--- src/rtl/mem_bus_arbiter.sv ---
// Two-master AHB-Lite arbiter in front of the shared single-port RAM.
// A master that loses arbitration is buffered and stalled in its data phase.
module mem_bus_arbiter #(
    parameter int AW         = 32,
    parameter int DW         = 32,
    parameter bit FIXED_PRIO = 1'b0
) (
    input  logic          clk,
    input  logic          rst_b,
    input  logic [1:0]    m0_htrans,
    input  logic          m0_hwrite,
    input  logic [2:0]    m0_hsize,
    input  logic [AW-1:0] m0_haddr,
    input  logic [DW-1:0] m0_hwdata,
    output logic          m0_hready,
    output logic          m0_hresp,
    output logic [DW-1:0] m0_hrdata,
    input  logic [1:0]    m1_htrans,
    input  logic          m1_hwrite,
    input  logic [2:0]    m1_hsize,
    input  logic [AW-1:0] m1_haddr,
    input  logic [DW-1:0] m1_hwdata,
    output logic          m1_hready,
    output logic          m1_hresp,
    output logic [DW-1:0] m1_hrdata,
    output logic [1:0]    s_htrans,
    output logic          s_hwrite,
    output logic [2:0]    s_hsize,
    output logic [AW-1:0] s_haddr,
    output logic [DW-1:0] s_hwdata,
    input  logic          s_hready,
    input  logic          s_hresp,
    input  logic [DW-1:0] s_hrdata
);
    typedef enum logic [1:0] {
        OWN_NONE = 2'd0,
        OWN_M0   = 2'd1,
        OWN_M1   = 2'd2
    } owner_t;

    owner_t        r_downer;
    logic          r_last_grant;
    logic [1:0]    r_pend_v;
    logic [1:0]    r_pend_write;
    logic [2:0]    r_pend_size [2];
    logic [AW-1:0] r_pend_addr [2];

    logic [1:0]    w_stall;
    logic [1:0]    w_live;
    logic [1:0]    w_cand;
    logic          w_issue;
    logic          w_win;
    logic [1:0]    w_in_write;
    logic [2:0]    w_in_size [2];
    logic [AW-1:0] w_in_addr [2];
    logic          w_sel_write;
    logic [2:0]    w_sel_size;
    logic [AW-1:0] w_sel_addr;
    logic          w_unused;

    assign w_unused = ^{m0_htrans[0], m1_htrans[0]};

    assign w_in_write   = {m1_hwrite, m0_hwrite};
    assign w_in_size[0] = m0_hsize;
    assign w_in_size[1] = m1_hsize;
    assign w_in_addr[0] = m0_haddr;
    assign w_in_addr[1] = m1_haddr;

    assign w_stall[0] = (r_downer == OWN_M0) & ~s_hready;
    assign w_stall[1] = (r_downer == OWN_M1) & ~s_hready;
    assign m0_hready  = ~r_pend_v[0] & ~w_stall[0];
    assign m1_hready  = ~r_pend_v[1] & ~w_stall[1];

    assign w_live[0] = m0_htrans[1] & m0_hready;
    assign w_live[1] = m1_htrans[1] & m1_hready;
    assign w_cand    = r_pend_v | w_live;
    assign w_issue   = s_hready & (|w_cand);

    // Pick the winner: master 0 under fixed priority, else alternate on a tie
    always_comb begin
        w_win = w_cand[1];
        if (w_cand == 2'b11) begin
            w_win = FIXED_PRIO ? 1'b0 : ~r_last_grant;
        end
    end

    // Winner's address phase comes from its buffer when one is held
    always_comb begin
        w_sel_write = w_in_write[w_win];
        w_sel_size  = w_in_size[w_win];
        w_sel_addr  = w_in_addr[w_win];
        if (r_pend_v[w_win]) begin
            w_sel_write = r_pend_write[w_win];
            w_sel_size  = r_pend_size[w_win];
            w_sel_addr  = r_pend_addr[w_win];
        end
    end

    assign s_htrans = w_issue ? 2'b10 : 2'b00;
    assign s_hwrite = w_issue & w_sel_write;
    assign s_hsize  = w_issue ? w_sel_size : 3'b000;
    assign s_haddr  = w_issue ? w_sel_addr : '0;

    // Write data follows whichever master owns the slave data phase
    always_comb begin
        s_hwdata = '0;
        case (r_downer)
            OWN_M0:  s_hwdata = m0_hwdata;
            OWN_M1:  s_hwdata = m1_hwdata;
            default: s_hwdata = '0;
        endcase
    end

    assign m0_hrdata = s_hrdata;
    assign m1_hrdata = s_hrdata;
    assign m0_hresp  = s_hresp & (r_downer == OWN_M0);
    assign m1_hresp  = s_hresp & (r_downer == OWN_M1);

    // Data-phase owner and round-robin pointer
    always_ff @(posedge clk or negedge rst_b) begin
        if (!rst_b) begin
            r_downer     <= OWN_NONE;
            r_last_grant <= 1'b1;
        end else if (w_issue) begin
            r_downer     <= w_win ? OWN_M1 : OWN_M0;
            r_last_grant <= w_win;
        end else if (s_hready) begin
            r_downer     <= OWN_NONE;
        end
    end

    // Buffers fill on an accepted but unissued request, drain on issue
    always_ff @(posedge clk or negedge rst_b) begin
        if (!rst_b) begin
            r_pend_v     <= 2'b00;
            r_pend_write <= 2'b00;
            for (int i = 0; i < 2; i++) begin
                r_pend_size[i] <= 3'b000;
                r_pend_addr[i] <= '0;
            end
        end else begin
            for (int i = 0; i < 2; i++) begin
                if (w_issue && (w_win == 1'(i))) begin
                    r_pend_v[i] <= 1'b0;
                end else if (w_live[i]) begin
                    r_pend_v[i]     <= 1'b1;
                    r_pend_write[i] <= w_in_write[i];
                    r_pend_size[i]  <= w_in_size[i];
                    r_pend_addr[i]  <= w_in_addr[i];
                end
            end
        end
    end
endmodule

--- config.mk ---
export PLATFORM = sky130hd
export DESIGN_NAME = mem_bus_arbiter
export DESIGN_NICKNAME = d
export VERILOG_FILES = /design/src/rtl/mem_bus_arbiter.sv
export SDC_FILE = /design/constraint.sdc
export NUM_CORES = 1
export LEC_CHECK = 0
export CORE_UTILIZATION = 36
export DETAILED_ROUTE_END_ITERATION = 8
export PLACE_DENSITY = 0.78
export SYNTH_ARGS = -nofsm -noshare
export SYNTH_HDL_FRONTEND = slang
export SYNTH_SLANG_ARGS = --single-unit
--- constraint.sdc ---
create_clock -name clk -period 2.2 [get_ports clk]
set_clock_uncertainty 0.1 [all_clocks]
set_input_delay 0.22 -clock clk [delete_from_list [all_inputs] [get_ports clk]]
set_output_delay 0.22 -clock clk [all_outputs]
set_load 0.01 [all_outputs]
==> flow_summary_export.csv <==
group,metric,value,unit
die,die_area,16500,um2
sta,holdWs,0.243,ns
sta,finalSetupTns,-3.47,ns
synthesis,synth_area_per_cell,9.73,um2
power,leakagePower,3.88,nW
global_routing,gr-max-usage-layer,"met2",
cells_and_area,area_delta_synth_final,68.5,%
cts,cts-root-buf,"clkbuf_16",
sta,fin_ws,-0.161,ns
routing,ant_nets,0,
critical_path,worstPathArrival,2.04,ns
synthesis,synthMuxAreaShare,0.205,
placement,io_buffers,214,
synthesis,yosysWarnings,0,
global_routing,antenna_found_initial,0,
synthesis,synthSimpleGateAreaFrac,0.113,
synthesis,synth_flop_cell,"dfrtp_1",
global_routing,grt_use_met1,0.301,
power,vdd_ir_drop_max,0.587,mV
die,die_h,128,um
sta,period_share,1.07,
global_routing,grt_max_degree,47,
cells_and_area,final_common_cell,"clkdlybuf4s50_1",
synthesis,synth_top_family_by_area,"multiplexers",
critical_path,cp_slowest_cell,"dfrtp_1",
synthesis,ys_ff_latch,77,
routing,drt_pass1_iterations,6,
critical_path,path_cells,"inv_2 > ha_4 > nor2b_4 > buf_6 > buf_12 > buf_4 > nor4_2 > o32ai_2 > buf_2",
sta,rsz0062_at_grt,"true",
cts,cts-htree-levels,3,
die,start_util,0.374,
placement,gp_congestion,0.947,
synthesis,synthAdderAreaFrac,0.00435,
critical_path,worstSetupPathType,"flip-flop to output pin",
cells_and_area,fin_util,0.630,
critical_path,crit_path_end_kind,"output pin",
cells_and_area,n_antenna_cell,0,
die,io_pins,314,
cts,clk_path_buf_depth,2,
die,core-area,15400,um2
die,fp-row-count,45,
die,fp.dieW,128,um
cts,clkLatencyLatePin,0.34,ns
critical_path,critPathRequiredTime,1.88,ns
cts,cts_buffers,9,
global_routing,grt_pass1_vias,5839,
min_path,min_path_type,"primary input to asynchronous set/reset pin",
cells_and_area,multi_input_area,4040,um2
synthesis,syn_nets,769,
synthesis,synth_xor_area_frac,0,
routing,drt-total-wl,24900,um
cells_and_area,fillers,1145,
synthesis,ys_seq_area_frac,0.335,
power,power_density,953,nW/um2
sta,fmax,0.424,GHz
sta,finalMaxSlewViolations,0,
job,maxCapViolCount,0,
global_routing,grt.total_usage,0.260,
cells_and_area,final_cell_mix,"clkdlybuf4s50_1, dfrtp_1, mux2i_1, buf_2",
routing,wl_per_cell,25.2,um
critical_path,start_kind,"flip-flop",
status,violations,"setup timing",
synthesis,synth_cell_types,33,
placement,hpwl,14700,um
critical_path,critical_path.max_stage_delay,0.41,ns
routing,route.detailed.drc,0,
synthesis,synth-edff-count,0,
critical_path,path_max_fanout,7,
routing,drtIter0Drc,462,
synthesis,async_flop_share,1.00,
sta,finalSetupViolations,36,
synthesis,synth_area,5750,um2
synthesis,syn_inst,591,
cells_and_area,ff_latch_area,1930,um2
sta,finalHoldViolations,0,
routing,vias,5933,
cts,cts_sinks,77,
cells_and_area,nets,949,
sta,period_needed,2.36,ns
cts,tritoncts,"done",
status,outcome,"complete, but fails checks",
global_routing,use_met3,0.0732,
global_routing,grt_overflow_total,0,
routing,avgViaCountPerCell,6.01,
global_routing,grt_pass1_wl,32800,um
cells_and_area,drive_gt1_frac,0.385,
global_routing,grt_use_met2,0.432,
synthesis,synth-compound-area-share,0.203,
cts,clk_pin_slew,0.06,ns
## worst paths after layout
path	startpoint	end	slack (ns)	cells past startpoint
worst min-delay path	rst_b	r_pend_addr[18]	0.24	2
min in group clk	m1_htrans[1]	r_downer[0]	0.31	4
worst max-delay path	r_downer[0]	s_haddr[9]	-0.16	9
max in group asynchronous	rst_b	r_pend_v[0]	1.16	3
worst max register to register	r_last_grant	r_pend_addr[25]	0.02	7
worst min register to register	r_pend_addr[38]	r_pend_addr[38]	0.39	1
## timing repair
item	CTS	global route
endpoints found under the hold margin	25	0
cloned	4	11
endpoints found under the setup margin	78	122
buffers inserted	12	18
gates resized for setup	235	133
hold buffers	1	0
pin swaps	19	54
## report_power, final
group	switching (mW)	total (mW)	internal, mW
clock	0.655	1.56	0.909
sequential	0.538	2.63	2.09
combinational	2.36	5.04	2.68
total	3.55	9.23	5.68
## per-stage QoR
stage / std cells / setup WS, ns / area (um2) / power [mW]
floorplan: 591 / -0.00415 / 5970 / 4.95
global placement: 925 / -0.384 / 8110 / 6.50
detailed placement: 925 / -0.379 / 8110 / 6.69
CTS: 958 / -0.188 / 8830 / 8.31
global route: 987 / -0.219 / 9690 / 9.64
finish: 987 / -0.161 / 9690 / 9.23
## flip-flops by register name, summed over array words and instances (netlist names)
| register | cells |
|---|---|
| r_pend_v | 2 |
| r_pend_size | 6 |
| r_pend_addr | 64 |
| r_downer | 2 |
| r_last_grant | 1 |
| r_pend_write | 2 |
## critical path: cells and delay by family, from the launching register on
family / cells / cell delay [ns]
buffers and inverters: 5 / 0.64
DFF: 1 / 0.41
AOI/OAI and AO/OA: 1 / 0.30
and+or+nand+nor: 2 / 0.21
adders and majority gates: 1 / 0.14
## area by class of cell
cell class / instances / area share
sequential: 77 / 0.199
clock inverter: 6 / 0.00633
clock buffer: 10 / 0.0247
inverter: 4 / 0.00155
multi-input combinational: 383 / 0.417
timing repair buffer: 296 / 0.324
tap: 211 / 0.0273
## cell usage after synthesis (all sizes together), types with 4 or more instances
master / n / area (um2)
o32ai: 36 / 315
dfrtp: 76 / 1900
mux2i: 37 / 370
nor2b: 38 / 238
a22oi: 32 / 240
o21ai: 39 / 195
nor4: 36 / 225
a32oi: 36 / 315
inv: 4 / 15.0
mux2: 72 / 811
buf: 84 / 619
nor2: 37 / 139
clkbuf: 43 / 161
## cells by family (layout without fill, tap and decap cells)
family,count (synthesis),count (layout)
buffers and inverters,131,316
AND/OR/NAND/NOR,119,119
other,1,1
multiplexers,109,109
flip-flops,77,77
adder cells (fa/ha/maj),2,2
AO/OA/AOI/OAI,152,152
## routing by layer
metal  up-vias  routed length (um)
met1      2932                9230
li1       2547                   -
met2       365               12400
met3        89                2160
met4         0                1090
met5         -                   0
No activity file was read; power rests on OpenSTA's default activity.
